===== src/rtl/enemy_formation_mover_if.sv =====
// Bundle of signals between the VGA/game logic (master) and the
// enemy formation mover (slave). Clock and reset are not part of it.
interface enemy_formation_mover_if #(
    parameter int N_ENEMIES = 4
);
    // Inputs to the mover
    logic                 startOfFrame;
    logic [10:0]          pixelX;
    logic [10:0]          pixelY;
    logic                 changeDirection;
    logic                 dodgeBullet;
    logic [N_ENEMIES-1:0] shotCollision;
    logic                 pause;

    // Outputs from the mover
    logic [10:0]          topLeftX;
    logic [10:0]          topLeftY;
    logic                 drawingRequest;
    logic [10:0]          offsetX;
    logic [10:0]          offsetY;
    logic [2:0]           drawIndex;
    logic [N_ENEMIES-1:0] aliveMask;
    logic                 allDead;
    logic                 reachedBottom;
    logic [3:0]           waveCount;

    modport master (
        output startOfFrame, pixelX, pixelY, changeDirection, dodgeBullet,
               shotCollision, pause,
        input  topLeftX, topLeftY, drawingRequest, offsetX, offsetY,
               drawIndex, aliveMask, allDead, reachedBottom, waveCount
    );

    modport slave (
        input  startOfFrame, pixelX, pixelY, changeDirection, dodgeBullet,
               shotCollision, pause,
        output topLeftX, topLeftY, drawingRequest, offsetX, offsetY,
               drawIndex, aliveMask, allDead, reachedBottom, waveCount
    );
endinterface


===== src/rtl/enemy_formation_mover.sv =====
// Moves a row of N_ENEMIES sprites as one fixed-point formation: bounces
// between screen edges, optionally steps down on each reversal, tracks
// which enemies are alive and respawns a faster wave once all are dead.
// Also resolves which enemy (if any) covers the current VGA pixel.
// The interface instance must use the same N_ENEMIES as this module.
module enemy_formation_mover #(
    parameter int N_ENEMIES       = 4,
    parameter int INITIAL_X       = 100,
    parameter int INITIAL_Y       = 60,
    parameter int OBJECT_WIDTH_X  = 30,
    parameter int OBJECT_HEIGHT_Y = 30,
    parameter int SPACING_X       = 50,
    parameter int SCREEN_W        = 640,
    parameter int FRAC_BITS       = 6,
    parameter int X_SPEED         = 120,
    parameter int SPEED_INC       = 32,
    parameter int SPEED_MAX       = 320,
    parameter int MODE            = 1,
    parameter int DESCEND_FRAMES  = 8,
    parameter int Y_SPEED         = 128,
    parameter int Y_LIMIT         = 400,
    parameter int DODGE_WAIT      = 35,
    parameter int RESPAWN_FRAMES  = 60
) (
    input  logic                   clk,
    input  logic                   resetN,
    enemy_formation_mover_if.slave bus
);

    // Formation width is fixed regardless of which enemies are alive,
    // so the bounce bounds never jump when an edge enemy is shot.
    localparam int W_F       = (N_ENEMIES - 1) * SPACING_X + OBJECT_WIDTH_X;
    localparam int FP_ONE    = 1 << FRAC_BITS;
    localparam int MAX_X_FP  = (SCREEN_W - W_F) * FP_ONE;
    localparam int INIT_X_FP = INITIAL_X * FP_ONE;
    localparam int INIT_Y_FP = INITIAL_Y * FP_ONE;
    localparam logic [N_ENEMIES-1:0] ALL_ALIVE = '1;

    typedef enum logic [1:0] {
        S_RUN,
        S_DESCEND,
        S_CLEARED
    } state_t;

    state_t r_state;
    state_t w_next_state;

    // Fixed-point formation state
    logic signed [31:0]   r_x;
    logic signed [31:0]   r_y;
    logic signed [31:0]   r_speed;
    logic                 r_dir;          // 1 = moving right, 0 = moving left

    // Frame-based timers
    logic [15:0]          r_desc_cnt;
    logic [15:0]          r_resp_cnt;
    logic [15:0]          r_dodge_cnt;

    logic [N_ENEMIES-1:0] r_alive;
    logic                 r_reached_bottom;
    logic [3:0]           r_wave;
    logic                 r_change_d;

    // Registered draw outputs
    logic                 r_draw_req;
    logic [10:0]          r_off_x;
    logic [10:0]          r_off_y;
    logic [2:0]           r_draw_idx;

    // Combinational helpers
    logic                 w_in_run;
    logic                 w_in_descend;
    logic                 w_in_cleared;
    logic                 w_frame;
    logic                 w_active_run;
    logic signed [31:0]   w_step;
    logic signed [31:0]   w_next_x;
    logic                 w_clamp_lo;
    logic                 w_clamp_hi;
    logic                 w_clamp;
    logic                 w_change_edge;
    logic                 w_dodge_fire;
    logic                 w_toggle;
    logic                 w_all_killed;
    logic                 w_respawn;
    logic                 w_enter_descend;
    logic                 w_enter_cleared;
    logic signed [31:0]   w_speed_inc;
    logic signed [31:0]   w_speed_next;
    int                   w_tlx;
    int                   w_tly;
    int                   w_px;
    int                   w_py;
    logic                 w_hit;
    logic [2:0]           w_hit_idx;
    logic [10:0]          w_hit_off_x;
    logic [10:0]          w_hit_off_y;

    // Pause freezes everything frame-driven; kills and drawing keep going.
    assign w_frame       = bus.startOfFrame & ~bus.pause;
    assign w_active_run  = w_in_run & ~bus.pause;

    // Horizontal step and edge clamping for the RUN frame update
    assign w_step        = r_dir ? r_speed : -r_speed;
    assign w_next_x      = r_x + w_step;
    assign w_clamp_lo    = (w_next_x < 0);
    assign w_clamp_hi    = (w_next_x > MAX_X_FP);
    assign w_clamp       = w_frame & w_in_run & (w_clamp_lo | w_clamp_hi);

    // Reversal requests; a clamp owns dir this cycle, and dodge plus
    // change-direction together still flip dir only once.
    assign w_change_edge = bus.changeDirection & ~r_change_d;
    assign w_dodge_fire  = w_active_run & bus.dodgeBullet & (r_dodge_cnt == '0) & ~w_clamp;
    assign w_toggle      = w_active_run & ~w_clamp & (w_dodge_fire | w_change_edge);

    assign w_all_killed    = (r_alive == '0);
    assign w_respawn       = w_in_cleared & (w_next_state == S_RUN);
    assign w_enter_descend = w_in_run & (w_next_state == S_DESCEND);
    assign w_enter_cleared = ~w_in_cleared & (w_next_state == S_CLEARED);

    assign w_speed_inc  = r_speed + SPEED_INC;
    assign w_speed_next = (w_speed_inc > SPEED_MAX) ? SPEED_MAX : w_speed_inc;

    // Integer pixel position of the formation
    assign w_tlx = r_x >>> FRAC_BITS;
    assign w_tly = r_y >>> FRAC_BITS;
    assign w_px  = {21'd0, bus.pixelX};
    assign w_py  = {21'd0, bus.pixelY};

    // FSM state register
    always_ff @(posedge clk or negedge resetN) begin
        if (!resetN) begin
            r_state <= S_RUN;
        end else begin
            // NOTE: sequential state uses non-blocking assignments so every
            // register samples the pre-edge values of its inputs.
            r_state <= w_next_state;
        end
    end

    // FSM next-state logic; pause holds the current state
    always_comb begin
        // NOTE: default first so no path leaves w_next_state unassigned,
        // which would otherwise infer a latch.
        w_next_state = r_state;
        if (!bus.pause) begin
            case (r_state)
                S_RUN: begin
                    if (w_all_killed)
                        w_next_state = S_CLEARED;
                    else if (w_clamp && (MODE == 1))
                        w_next_state = S_DESCEND;
                end
                S_DESCEND: begin
                    if (w_all_killed)
                        w_next_state = S_CLEARED;
                    else if (r_desc_cnt == '0)
                        w_next_state = S_RUN;
                end
                S_CLEARED: begin
                    if (r_resp_cnt == '0)
                        w_next_state = S_RUN;
                end
                default: w_next_state = S_RUN;
            endcase
        end
    end

    // FSM state decode used by the datapath
    always_comb begin
        w_in_run     = 1'b0;
        w_in_descend = 1'b0;
        w_in_cleared = 1'b0;
        case (r_state)
            S_RUN:     w_in_run     = 1'b1;
            S_DESCEND: w_in_descend = 1'b1;
            S_CLEARED: w_in_cleared = 1'b1;
            default:   w_in_run     = 1'b0;
        endcase
    end

    // Formation position: X moves in RUN, Y steps during DESCEND
    always_ff @(posedge clk or negedge resetN) begin
        if (!resetN) begin
            r_x <= INIT_X_FP;
            r_y <= INIT_Y_FP;
        end else if (w_respawn) begin
            r_x <= INIT_X_FP;
            r_y <= INIT_Y_FP;
        end else if (w_frame && w_in_run) begin
            if (w_clamp_lo)
                r_x <= 0;
            else if (w_clamp_hi)
                r_x <= MAX_X_FP;
            else
                r_x <= w_next_x;
        end else if (w_frame && w_in_descend && (r_desc_cnt != '0)) begin
            r_y <= r_y + Y_SPEED;
        end
    end

    // Direction: clamp forces it, otherwise a single toggle per request
    always_ff @(posedge clk or negedge resetN) begin
        if (!resetN) begin
            r_dir <= 1'b1;
        end else if (w_respawn) begin
            r_dir <= 1'b1;
        end else if (w_clamp) begin
            r_dir <= w_clamp_lo;
        end else if (w_toggle) begin
            r_dir <= ~r_dir;
        end
    end

    // Descent, respawn and dodge-lockout frame counters
    always_ff @(posedge clk or negedge resetN) begin
        if (!resetN) begin
            r_desc_cnt  <= '0;
            r_resp_cnt  <= '0;
            r_dodge_cnt <= '0;
        end else begin
            if (w_enter_descend)
                r_desc_cnt <= 16'(DESCEND_FRAMES);
            else if (w_frame && w_in_descend && (r_desc_cnt != '0))
                r_desc_cnt <= r_desc_cnt - 16'd1;

            if (w_enter_cleared)
                r_resp_cnt <= 16'(RESPAWN_FRAMES);
            else if (w_frame && w_in_cleared && (r_resp_cnt != '0))
                r_resp_cnt <= r_resp_cnt - 16'd1;

            if (w_respawn)
                r_dodge_cnt <= '0;
            else if (w_dodge_fire)
                r_dodge_cnt <= 16'(DODGE_WAIT);
            else if (w_frame && (r_dodge_cnt != '0))
                r_dodge_cnt <= r_dodge_cnt - 16'd1;
        end
    end

    // Alive mask, wave speed-up and wave counter
    always_ff @(posedge clk or negedge resetN) begin
        if (!resetN) begin
            r_alive <= ALL_ALIVE;
            r_speed <= X_SPEED;
            r_wave  <= '0;
        end else if (w_respawn) begin
            r_alive <= ALL_ALIVE;
            r_speed <= w_speed_next;
            r_wave  <= r_wave + 4'd1;
        end else if (!w_in_cleared) begin
            r_alive <= r_alive & ~bus.shotCollision;
        end
    end

    // Sticky bottom flag and change-direction edge detector
    always_ff @(posedge clk or negedge resetN) begin
        if (!resetN) begin
            r_reached_bottom <= 1'b0;
            r_change_d       <= 1'b0;
        end else begin
            r_change_d <= bus.changeDirection;
            if (w_respawn)
                r_reached_bottom <= 1'b0;
            else if (w_tly >= Y_LIMIT)
                r_reached_bottom <= 1'b1;
        end
    end

    // Hit test: lowest-index alive enemy whose box covers the pixel wins
    always_comb begin
        w_hit       = 1'b0;
        w_hit_idx   = '0;
        w_hit_off_x = '0;
        w_hit_off_y = '0;
        for (int i = 0; i < N_ENEMIES; i++) begin
            if (!w_hit && r_alive[i] &&
                (w_px >= w_tlx + i * SPACING_X) &&
                (w_px <  w_tlx + i * SPACING_X + OBJECT_WIDTH_X) &&
                (w_py >= w_tly) &&
                (w_py <  w_tly + OBJECT_HEIGHT_Y)) begin
                w_hit       = 1'b1;
                w_hit_idx   = 3'(i);
                w_hit_off_x = 11'(w_px - w_tlx - i * SPACING_X);
                w_hit_off_y = 11'(w_py - w_tly);
            end
        end
    end

    // Draw outputs registered for one cycle of latency
    always_ff @(posedge clk or negedge resetN) begin
        if (!resetN) begin
            r_draw_req <= 1'b0;
            r_draw_idx <= '0;
            r_off_x    <= '0;
            r_off_y    <= '0;
        end else begin
            r_draw_req <= w_hit;
            r_draw_idx <= w_hit_idx;
            r_off_x    <= w_hit_off_x;
            r_off_y    <= w_hit_off_y;
        end
    end

    assign bus.topLeftX       = w_tlx[10:0];
    assign bus.topLeftY       = w_tly[10:0];
    assign bus.drawingRequest = r_draw_req;
    assign bus.offsetX        = r_off_x;
    assign bus.offsetY        = r_off_y;
    assign bus.drawIndex      = r_draw_idx;
    assign bus.aliveMask      = r_alive;
    assign bus.allDead        = w_in_cleared;
    assign bus.reachedBottom  = r_reached_bottom;
    assign bus.waveCount      = r_wave;

endmodule


===== src/flat_wrapper.sv =====
// flat-port wrapper written by rule: the top's interface ports become plain ports
module enemy_formation_mover_flat 
#(
    parameter int N_ENEMIES       = 4,
    parameter int INITIAL_X       = 100,
    parameter int INITIAL_Y       = 60,
    parameter int OBJECT_WIDTH_X  = 30,
    parameter int OBJECT_HEIGHT_Y = 30,
    parameter int SPACING_X       = 50,
    parameter int SCREEN_W        = 640,
    parameter int FRAC_BITS       = 6,
    parameter int X_SPEED         = 120,
    parameter int SPEED_INC       = 32,
    parameter int SPEED_MAX       = 320,
    parameter int MODE            = 1,
    parameter int DESCEND_FRAMES  = 8,
    parameter int Y_SPEED         = 128,
    parameter int Y_LIMIT         = 400,
    parameter int DODGE_WAIT      = 35,
    parameter int RESPAWN_FRAMES  = 60
)
  (clk, resetN, bus_startOfFrame, bus_pixelX, bus_pixelY, bus_changeDirection, bus_dodgeBullet, bus_shotCollision, bus_pause, bus_topLeftX, bus_topLeftY, bus_drawingRequest, bus_offsetX, bus_offsetY, bus_drawIndex, bus_aliveMask, bus_allDead, bus_reachedBottom, bus_waveCount);
  enemy_formation_mover_if #(.N_ENEMIES(N_ENEMIES)) bus_i ();
  input  logic clk;
  input  logic resetN;
  input wire logic [$bits(bus_i.startOfFrame)-1:0] bus_startOfFrame;
  input wire logic [$bits(bus_i.pixelX)-1:0] bus_pixelX;
  input wire logic [$bits(bus_i.pixelY)-1:0] bus_pixelY;
  input wire logic [$bits(bus_i.changeDirection)-1:0] bus_changeDirection;
  input wire logic [$bits(bus_i.dodgeBullet)-1:0] bus_dodgeBullet;
  input wire logic [$bits(bus_i.shotCollision)-1:0] bus_shotCollision;
  input wire logic [$bits(bus_i.pause)-1:0] bus_pause;
  output wire logic [$bits(bus_i.topLeftX)-1:0] bus_topLeftX;
  output wire logic [$bits(bus_i.topLeftY)-1:0] bus_topLeftY;
  output wire logic [$bits(bus_i.drawingRequest)-1:0] bus_drawingRequest;
  output wire logic [$bits(bus_i.offsetX)-1:0] bus_offsetX;
  output wire logic [$bits(bus_i.offsetY)-1:0] bus_offsetY;
  output wire logic [$bits(bus_i.drawIndex)-1:0] bus_drawIndex;
  output wire logic [$bits(bus_i.aliveMask)-1:0] bus_aliveMask;
  output wire logic [$bits(bus_i.allDead)-1:0] bus_allDead;
  output wire logic [$bits(bus_i.reachedBottom)-1:0] bus_reachedBottom;
  output wire logic [$bits(bus_i.waveCount)-1:0] bus_waveCount;
  assign bus_i.startOfFrame = bus_startOfFrame;
  assign bus_i.pixelX = bus_pixelX;
  assign bus_i.pixelY = bus_pixelY;
  assign bus_i.changeDirection = bus_changeDirection;
  assign bus_i.dodgeBullet = bus_dodgeBullet;
  assign bus_i.shotCollision = bus_shotCollision;
  assign bus_i.pause = bus_pause;
  assign bus_topLeftX = bus_i.topLeftX;
  assign bus_topLeftY = bus_i.topLeftY;
  assign bus_drawingRequest = bus_i.drawingRequest;
  assign bus_offsetX = bus_i.offsetX;
  assign bus_offsetY = bus_i.offsetY;
  assign bus_drawIndex = bus_i.drawIndex;
  assign bus_aliveMask = bus_i.aliveMask;
  assign bus_allDead = bus_i.allDead;
  assign bus_reachedBottom = bus_i.reachedBottom;
  assign bus_waveCount = bus_i.waveCount;
  enemy_formation_mover #(.N_ENEMIES(N_ENEMIES), .INITIAL_X(INITIAL_X), .INITIAL_Y(INITIAL_Y), .OBJECT_WIDTH_X(OBJECT_WIDTH_X), .OBJECT_HEIGHT_Y(OBJECT_HEIGHT_Y), .SPACING_X(SPACING_X), .SCREEN_W(SCREEN_W), .FRAC_BITS(FRAC_BITS), .X_SPEED(X_SPEED), .SPEED_INC(SPEED_INC), .SPEED_MAX(SPEED_MAX), .MODE(MODE), .DESCEND_FRAMES(DESCEND_FRAMES), .Y_SPEED(Y_SPEED), .Y_LIMIT(Y_LIMIT), .DODGE_WAIT(DODGE_WAIT), .RESPAWN_FRAMES(RESPAWN_FRAMES)) u_core (.clk(clk), .resetN(resetN), .bus(bus_i));
endmodule

===== config.mk =====
export PLATFORM = sky130hd
export DESIGN_NAME = enemy_formation_mover_flat
export DESIGN_NICKNAME = d
export VERILOG_FILES = /design/src/rtl/enemy_formation_mover_if.sv /design/src/rtl/enemy_formation_mover.sv /design/src/flat_wrapper.sv
export SDC_FILE = /design/constraint.sdc
export NUM_CORES = 1
export LEC_CHECK = 0
export CELL_PAD_IN_SITES_DETAIL_PLACEMENT = 0
export CELL_PAD_IN_SITES_GLOBAL_PLACEMENT = 1
export CORE_MARGIN = 1.5
export CORE_UTILIZATION = 51
export CTS_CLUSTER_DIAMETER = 150
export DETAILED_ROUTE_END_ITERATION = 6
export GPL_TIMING_DRIVEN = 0
export PLACE_DENSITY = 0.93
export SLEW_MARGIN = 0
export SYNTH_ARGS = -nofsm -noshare
export SYNTH_HDL_FRONTEND = slang
export SYNTH_SLANG_ARGS = --single-unit

===== constraint.sdc =====
create_clock -name clk -period 13.2 [get_ports clk]
set_input_delay 1.98 -clock clk [delete_from_list [all_inputs] [get_ports clk]]
set_output_delay 1.98 -clock clk [all_outputs]
set_load 0.05 [all_outputs]

==> metrics.log, run 1 <==
[metrics] status: complete, no violations
[metrics] Horiz. Die Dim: 190 um
[metrics] dominant cells by area after synthesis: sky130_fd_sc_hd__dfrtp_1 22%, sky130_fd_sc_hd__ha_1 10%, sky130_fd_sc_hd__xnor2_1 8.0%, sky130_fd_sc_hd__nor2_1 4.9%, sky130_fd_sc_hd__nand2_1 4.6%
[metrics] worst-case vdd ir drop: 0.000215 V
[metrics] total number of vias: 17,693
[metrics] share of the clock period used by the worst path after layout: 53.4%
[metrics] Post-CTS Setup Bufs: 0
[metrics] post-synthesis cell type with the largest combined area: sky130_fd_sc_hd__dfrtp_1
[metrics] Crit Path Category: register to register
[metrics] HPWL Detailed: 42,800 um
[metrics] overall die area: 36,200 um^2
[metrics] leading register cell type out of synthesis: sky130_fd_sc_hd__dfrtp_1
[metrics] Synth Area in Adders: 10.9%
[metrics] largest family of logic cells by synthesized area: simple AND/OR/NAND/NOR gates
[metrics] Setup crit start kind: register
[metrics] global route total overflow: 0
[metrics] CP peak stage delay: 0.59 ns
[metrics] number of remaining DRC errors: 0
[metrics] pwr/cell area: 204 nW/um^2
[metrics] HP Start: u_core.bus.waveCount[3]$_DFFE_PN0N_
[metrics] number of enable-type register cells in the synthesized netlist: 0
[metrics] number of warnings printed during yosys synthesis: 0
[metrics] final count of negative-setup-slack endpoints: 0
[metrics] CTS max path bufs: 2
[metrics] via density per instance: 6.14
[metrics] area share of the leading cell type in the synthesized netlist: 21.7%
[metrics] Initial DRT Pass Iterations: 5
[metrics] sequential area share after synthesis: 23.9%
[metrics] Req. time, crit path: 13.52 ns
[metrics] Hold WC Path Type: register to register
[metrics] pin count of the biggest net entering global routing: 113
[metrics] via count of the first global-routing pass: 16,602
[metrics] Most Frequent Cell on Critical Path: sky130_fd_sc_hd__clkbuf_1
[metrics] RSZ-0062 raised after global routing: false
[metrics] number of fillers in the final layout: 3,250
[metrics] timing-limited maximum frequency: 142 MHz
[metrics] gate count of the mapped netlist: 2,302
[metrics] antenna violations before repair: 1
[metrics] gpl congestion: 0.968
[metrics] crit path time final: 7.05 ns
[metrics] Least-Margin Pin Slew: 1.15 ns
[metrics] critical path startpoint: u_core.r_speed[8]$_DFFE_PN0N_
[metrics] Die Y-Extent: 190 um
[metrics] number of port buffers: 86
[metrics] average detailed-routed wire length per instance: 19.0 um
[metrics] share of final-layout standard cells stronger than drive strength 1: 5.07%
[metrics] final setup skew: 0.0155 ns
[metrics] kind of cell adding the most delay to the critical path: simple AND/OR/NAND/NOR gates
[metrics] number of standard-cell rows in the floorplan: 68
[metrics] Placement Cell Area: 19,400 um^2
[metrics] first-pass GRT wire length: 86,900 um
[metrics] max-slew headroom at the worst pin: 23.0%
[metrics] cell chosen for the clock root: sky130_fd_sc_hd__clkbuf_16
[metrics] Tot GR Track Use: 30.3%
[metrics] Max Fanout on Critical Path: 10
[metrics] # resized after CTS: 0
[metrics] starting utilization of the core area: 51.8%
[metrics] # IOs: 90
[metrics] final net count: 2,597
[metrics] cell with the largest stage delay on the worst path: sky130_fd_sc_hd__nor4_1
[metrics] clock tree from TritonCTS: done
[metrics] area of the core: 34,500 um^2
[metrics] origin of the critical flop-to-flop path: u_core.r_speed[8]$_DFFE_PN0N_
[metrics] FFs w/ async S/R, synth: 100%
[metrics] max-cap viol count: 0
[metrics] Syn Area/Cell: 7.77 um^2
[metrics] antenna-violating nets left: 0
[metrics] cell count after placement: 2,848
[metrics] Critical Path, Cell by Cell: clkbuf_1 > or3_1 > nor4_1 > nand2_1 > nor2_1 > a21oi_1 > xor2_1 > ha_1 > clkbuf_1 > a21oi_1 > o21ai_0 > a2111oi_0 > nor3_1 > a2111oi_0 > nand4bb_1 > nor4_1 > nand4_1 > nor4b_1 > o2111ai_1 > nand2_1 > clkbuf_1 > nor2_1
[metrics] Post-Layout Inst Area: 19,900 um^2
[metrics] LEAKAGE: 8.31 nW
[metrics] CP endpoint kind: register
[metrics] distinct cell type count after synthesis: 87
[metrics] leading cell type in the layout, fill and taps excluded: sky130_fd_sc_hd__nor2_1
[metrics] Total Routed Length: 54,800 um
[metrics] clock sinks: 170
[metrics] DRT iter0 DRCs: 1,496
[metrics] clock edge transition at the registers on the reported setup and hold paths: 0.07 ns
[metrics] register bit total from synthesis: 170
[metrics] insertion delay of the later-clocked pin in the worst-skew pair: 0.46 ns
[metrics] worst path bufs/invs: 3
[metrics] Post-Layout Cell Count: 2,881
[metrics] mux contribution to synthesized area: 1.42%
[metrics] share of synthesized cell area in and, or, nand and nor gates: 27.0%
[metrics] hold violation total from the final report: 0
[metrics] Final TNS setup: 0 ns
[metrics] total CTS buffers: 17
[metrics] number of hold buffers added after cts: 0
[metrics] area growth from synthesis to final layout: 11.5%
[metrics] Post-Synth XOR/XNOR Area: 12.5%
[metrics] Compound-Gate Fraction of Synth Area: 18.8%
[metrics] H-tree Lvls: 4
[metrics] signal arrival time at the worst endpoint: 7.37 ns
[metrics] Cell Area, Synth: 17,900 um^2
[metrics] Max Transition Viols Final: 0
[metrics] leading cell types in the layout, fill and taps excluded: 233 x sky130_fd_sc_hd__nor2_1, 218 x sky130_fd_sc_hd__nand2_1, 164 x sky130_fd_sc_hd__xnor2_1
==> through the flow <==
step / total power, W / setup WS [ns] / utilization (%) / hold WS, ns
global placement: 0.00348 / 2.87 / 55.9 / 0.464
detailed placement: 0.00354 / 6.34 / 56.1 / 0.471
finish: 0.00408 / 6.15 / 57.7 / 0.479
floorplan: 0.00281 / 7.73 / - / 0.454
global route: 0.00441 / 5.63 / 57.7 / 0.510
CTS: 0.00405 / 6.32 / 57.7 / 0.486
==> where the power goes <==
group / switching, W / total, W / leakage, nW / internal (W)
sequential: 0.000124 / 0.000783 / 2.24 / 0.000658
clock: 0.000240 / 0.000492 / 0.273 / 0.000252
combinational: 0.00178 / 0.00280 / 5.79 / 0.00102
==> per-layer routing <==
layer	GRT usage (%)	vias to the layer above	routed length (um)
li1	-	8513	-
met1	39.8	8432	24100
met2	48.5	622	24800
met3	4.40	126	3400
met4	15.4	0	2550
met5	0	-	0
==> cell type report <==
cell class              instances  area, um^2  share of cell area, %
clock buffers                  19         443                   2.22
multi-input cells            1907       12700                   63.5
well taps                     455         569                   2.86
clock inverters                12         111                  0.558
plain buffers                 150         686                   3.44
repair buffers                 88         905                   4.54
inverters                      78         293                   1.47
diodes                          2        5.00                 0.0251
flip-flops and latches        170        4270                   21.4
==> worst reg2reg max path, stage by stage, from the launching register on <==
cell and delay (ns):
sky130_fd_sc_hd__dfrtp_1 0.36, sky130_fd_sc_hd__clkbuf_1 0.21, sky130_fd_sc_hd__or3_1 0.48, sky130_fd_sc_hd__nor4_1 0.59, sky130_fd_sc_hd__nand2_1 0.23, sky130_fd_sc_hd__nor2_1 0.35, sky130_fd_sc_hd__a21oi_1 0.14, sky130_fd_sc_hd__xor2_1 0.17
sky130_fd_sc_hd__ha_1 0.28, sky130_fd_sc_hd__clkbuf_1 0.20, sky130_fd_sc_hd__a21oi_1 0.29, sky130_fd_sc_hd__o21ai_0 0.20, sky130_fd_sc_hd__a2111oi_0 0.56, sky130_fd_sc_hd__nor3_1 0.14, sky130_fd_sc_hd__a2111oi_0 0.36, sky130_fd_sc_hd__nand4bb_1 0.15
sky130_fd_sc_hd__nor4_1 0.34, sky130_fd_sc_hd__nand4_1 0.19, sky130_fd_sc_hd__nor4b_1 0.40, sky130_fd_sc_hd__o2111ai_1 0.44, sky130_fd_sc_hd__nand2_1 0.36, sky130_fd_sc_hd__clkbuf_1 0.38, sky130_fd_sc_hd__nor2_1 0.10
==> flip-flops by register name (all words and copies together), names as in the netlist, 2 cells and up <==
signal,count
u_core.r_y,25
u_core.r_speed,28
u_core.r_x,31
u_core.bus.drawIndex,2
u_core.r_state,2
u_core.bus.waveCount,4
u_core.bus.offsetX,11
u_core.r_desc_cnt,16
u_core.bus.offsetY,11
u_core.bus.aliveMask,4
u_core.r_dodge_cnt,16
u_core.r_resp_cnt,16
==> Yosys cell counts (15+ instances only) <==
| cell | count |
|---|---|
| sky130_fd_sc_hd__a211oi_1 | 17 |
| sky130_fd_sc_hd__a21o_1 | 31 |
| sky130_fd_sc_hd__a21oi_1 | 125 |
| sky130_fd_sc_hd__a31oi_1 | 20 |
| sky130_fd_sc_hd__and2_1 | 35 |
| sky130_fd_sc_hd__and3_1 | 45 |
| sky130_fd_sc_hd__and4_1 | 16 |
| sky130_fd_sc_hd__buf_1 | 15 |
| sky130_fd_sc_hd__buf_4 | 24 |
| sky130_fd_sc_hd__clkbuf_1 | 95 |
| sky130_fd_sc_hd__dfrtp_1 | 155 |
| sky130_fd_sc_hd__dfstp_2 | 15 |
| sky130_fd_sc_hd__ha_1 | 149 |
| sky130_fd_sc_hd__inv_1 | 75 |
| sky130_fd_sc_hd__nand2_1 | 218 |
| sky130_fd_sc_hd__nand2b_1 | 32 |
| sky130_fd_sc_hd__nand3_1 | 72 |
| sky130_fd_sc_hd__nand4_1 | 61 |
| sky130_fd_sc_hd__nor2_1 | 233 |
| sky130_fd_sc_hd__nor2b_1 | 19 |
| sky130_fd_sc_hd__nor3_1 | 84 |
| sky130_fd_sc_hd__nor4_1 | 36 |
| sky130_fd_sc_hd__o211ai_1 | 20 |
| sky130_fd_sc_hd__o21a_1 | 32 |
| sky130_fd_sc_hd__o21ai_0 | 122 |
| sky130_fd_sc_hd__o22ai_1 | 15 |
| sky130_fd_sc_hd__o31ai_1 | 23 |
| sky130_fd_sc_hd__or3_1 | 31 |
| sky130_fd_sc_hd__or4_1 | 22 |
| sky130_fd_sc_hd__xnor2_1 | 164 |
| sky130_fd_sc_hd__xor2_1 | 91 |
==> logic make-up after synthesis <==
logic type | Yosys count
AND/OR/NAND/NOR | 956
AO/OA/AOI/OAI | 515
XOR/XNOR | 255
buffers and inverters | 228
flip-flops | 170
adder cells (fa/ha/maj) | 153
multiplexers | 24
other | 1
==> final timing paths <==
path / end / slack [ns] / cells past startpoint
max: u_core.r_dodge_cnt[14]$_DFFE_PN0P_ / 6.15 / 22
min: u_core.bus.waveCount[3]$_DFFE_PN0N_ / 0.48 / 1
max reg2reg: u_core.r_dodge_cnt[14]$_DFFE_PN0P_ / 6.15 / 22
min reg2reg: u_core.bus.waveCount[3]$_DFFE_PN0N_ / 0.48 / 1
max in group asynchronous: u_core.r_dodge_cnt[11]$_DFFE_PN0P_ / 10.81 / 2
min in group asynchronous: u_core.bus.offsetX[0]$_DFF_PN0_ / 1.44 / 1
(Power assumes the default switching activity.)
==> run 2: changes to the inputs <==
Settings changed: CORE_UTILIZATION 51 to 47, PLACE_DENSITY 0.93 to 0.87.
Clock period 13.2 ns to 6.66 ns, I/O delays scaled along.
==> metrics.log, run 2 (same netlist as run 1, synthesis figures left out) <==
[metrics] status: complete, no violations
[metrics] Setup crit start kind: register
[metrics] share of final-layout standard cells stronger than drive strength 1: 5.48% (+0.41 points)
[metrics] clock sinks: 170 (unchanged)
[metrics] starting utilization of the core area: 47.6% (-4.2 points)
[metrics] Post-CTS Setup Bufs: 0 (unchanged)
[metrics] Placement Cell Area: 19,400 um^2 (+0.38%)
[metrics] Crit Path Category: register to register
[metrics] H-tree Lvls: 4 (unchanged)
[metrics] pin count of the biggest net entering global routing: 93 (-18%)
[metrics] global route total overflow: 0 (unchanged)
[metrics] crit path time final: 6.35 ns (-0.695 ns)
[metrics] CP endpoint kind: register
[metrics] core utilization of the finished layout: 53.6% (-4.2 points)
[metrics] leading cell type in the layout, fill and taps excluded: sky130_fd_sc_hd__nor2_1
[metrics] average detailed-routed wire length per instance: 19.2 um (+1.1%)
[metrics] Horiz. Die Dim: 198 um (+4.1%)
[metrics] DRT iter0 DRCs: 1,568 (+4.8%)
[metrics] number of standard-cell rows in the floorplan: 71 (+4.4%)
[metrics] RSZ-0062 raised after global routing: false
[metrics] antenna violations before repair: 1 (unchanged)
[metrics] total CTS buffers: 17 (unchanged)
[metrics] Largest register FFs: 31 (unchanged)
[metrics] Die Y-Extent: 198 um (+4.1%)
[metrics] register containing the most flip-flops in the final layout: u_core.r_x
[metrics] via count of the first global-routing pass: 16,877 (+1.7%)
[metrics] kind of cell adding the most delay to the critical path: compound AO/OA/AOI/OAI gates
[metrics] worst-case vdd ir drop: 0.000303 V (+41%)
[metrics] registers with the highest flip-flop counts: u_core.r_x: 31 flops, u_core.r_speed: 28 flops, u_core.r_y: 25 flops
[metrics] final setup skew: 0.0164 ns (+0.000822 ns)
[metrics] Post-Layout Inst Area: 20,100 um^2 (+0.95%)
[metrics] Least-Margin Pin Slew: 1.31 ns (+0.160 ns)
[metrics] Req. time, crit path: 7.02 ns (-6.50 ns)
[metrics] gpl congestion: 0.988 (+2.1%)
[metrics] Critical Path, Cell by Cell: buf_4 > clkbuf_1 > inv_1 > ha_1 > a21boi_0 > a211oi_1 > and3_1 > xnor2_1 > ha_1 > a2111o_1 > a31o_2 > a311oi_1 > nor2b_1 > and3_1 > clkbuf_1 > or2_2 > nand3b_1 > clkbuf_1 > and2_1
[metrics] Max Fanout on Critical Path: 10 (unchanged)
[metrics] share of the clock period used by the worst path after layout: 95.4% (+42 points)
[metrics] CTS max path bufs: 2 (unchanged)
[metrics] LEAKAGE: 8.35 nW (+0.54%)
[metrics] via density per instance: 5.97 (-2.8%)
[metrics] Worst Slack Setup Final: 0.306 ns (-5.85 ns)
[metrics] hold violation total from the final report: 0 (unchanged)
[metrics] cell chosen for the clock root: sky130_fd_sc_hd__clkbuf_16
[metrics] Max Transition Viols Final: 0 (unchanged)
[metrics] Setup Slack @ Placement: -0.348 ns (-6.69 ns)
[metrics] # IOs: 90 (unchanged)
[metrics] final count of negative-setup-slack endpoints: 0 (unchanged)
[metrics] signal arrival time at the worst endpoint: 6.71 ns (-0.66 ns)
[metrics] Hold WC Path Type: input port to asynchronous set/reset pin
[metrics] area growth from synthesis to final layout: 12.6%
[metrics] worst-case hold slack: 0.478 ns (-0.000597 ns)
[metrics] total number of vias: 17,533 (-0.90%)
[metrics] leading cell types in the layout, fill and taps excluded: 232 x sky130_fd_sc_hd__nor2_1, 218 x sky130_fd_sc_hd__nand2_1, 164 x sky130_fd_sc_hd__xnor2_1
[metrics] final net count: 2,597 (unchanged)
[metrics] cell with the largest stage delay on the worst path: sky130_fd_sc_hd__a211oi_1
[metrics] number of remaining DRC errors: 0 (unchanged)
[metrics] Total Routed Length: 56,500 um (+3.1%)
[metrics] area of the core: 37,600 um^2 (+8.8%)
[metrics] clock edge transition at the registers on the reported setup and hold paths: 0.07 ns (about the same)
[metrics] Most Frequent Cell on Critical Path: sky130_fd_sc_hd__clkbuf_1
[metrics] worst path bufs/invs: 5 (+2)
[metrics] Pwr Total: 0.00824 W (+100%)
[metrics] Initial DRT Pass Iterations: 6 (+1)
[metrics] pwr/cell area: 409 nW/um^2 (+100%)
[metrics] max-cap viol count: 0 (unchanged)
[metrics] number of port buffers: 86 (unchanged)
[metrics] number of fillers in the final layout: 3,623 (+11%)
[metrics] first-pass GRT wire length: 90,100 um (+3.8%)
[metrics] overall die area: 39,200 um^2 (+8.4%)
[metrics] Tot GR Track Use: 29.2% (-1.1 points)
[metrics] HPWL Detailed: 44,300 um (+3.5%)
[metrics] antenna-violating nets left: 0 (unchanged)
[metrics] clock tree from TritonCTS: done
[metrics] insertion delay of the later-clocked pin in the worst-skew pair: 0.47 ns (about the same)
[metrics] CP peak stage delay: 1.01 ns (+0.42 ns)
[metrics] max-slew headroom at the worst pin: 12.0% (-11 points)
[metrics] number of hold buffers added after cts: 0 (unchanged)
[metrics] timing-limited maximum frequency: 157 MHz (+11%)
## run 2: cell types whose count changed in the layout (fill, tap and decap cells not counted), sizes merged
cell	change
clkbuf	-3
diode	-1
inv	+1
bufinv	+2
buf	+1
## run 2: per-stage QoR
step                TNS (ns)  cells
floorplan                  0   2305
detailed placement     -6.32   2904
global placement     -419.24   2902
CTS                        0   2936
global route               0   2937
finish                     0   2937
## run 2: power by group
part / switching, W / internal, W
registers: 0.000249 / 0.00130
logic: 0.00358 / 0.00203
clock network: 0.000504 / 0.000575
total: 0.00433 / 0.00391
## run 2: path summary, 6_finish.rpt
check,startpoint,to,slack (ns),depth (start not counted)
worst min-delay path,resetN,u_core.bus.offsetX[5]$_DFF_PN0_,0.48,1
worst min register to register,u_core.bus.waveCount[3]$_DFFE_PN0N_,u_core.bus.waveCount[3]$_DFFE_PN0N_,0.48,1
worst max-delay path,u_core.r_x[9]$_DFFE_PN0P_,u_core.bus.offsetY[3]$_DFF_PN0_,0.31,19
max in group asynchronous,resetN,u_core.r_speed[6]$_DFFE_PN1N_,5.27,2
min in group clk,u_core.bus.waveCount[3]$_DFFE_PN0N_,u_core.bus.waveCount[3]$_DFFE_PN0N_,0.48,1
worst max register to register,u_core.r_x[9]$_DFFE_PN0P_,u_core.bus.offsetY[3]$_DFF_PN0_,0.31,19
## run 2: cell type report
type                            count  area (um^2)  area share (%)
Inverter                           78          293            1.45
Tap cell                          511          639            3.18
Multi-Input combinational cell   1907        12700            63.1
Clock inverter                     15          203            1.01
Timing Repair Buffer               88          908            4.51
Clock buffer                       17          425            2.11
Antenna cell                        1         2.50          0.0124
Sequential cell                   170         4270            21.2
Buffer                            150          688            3.42
## run 2: timing repair
action,CTS,global route
gates cloned,0,0
hold endpoints to repair,0,0
endpoints found under the setup margin,28,50
resized for setup,6,10
## run 2: per-layer routing
layer	vias to the layer above	track usage [%]	routed length (um)
li1	8483	-	-
met1	8378	37.7	24900
met2	559	49.5	26700
met3	113	3.66	3080
met4	0	11.2	1890
met5	-	0	0
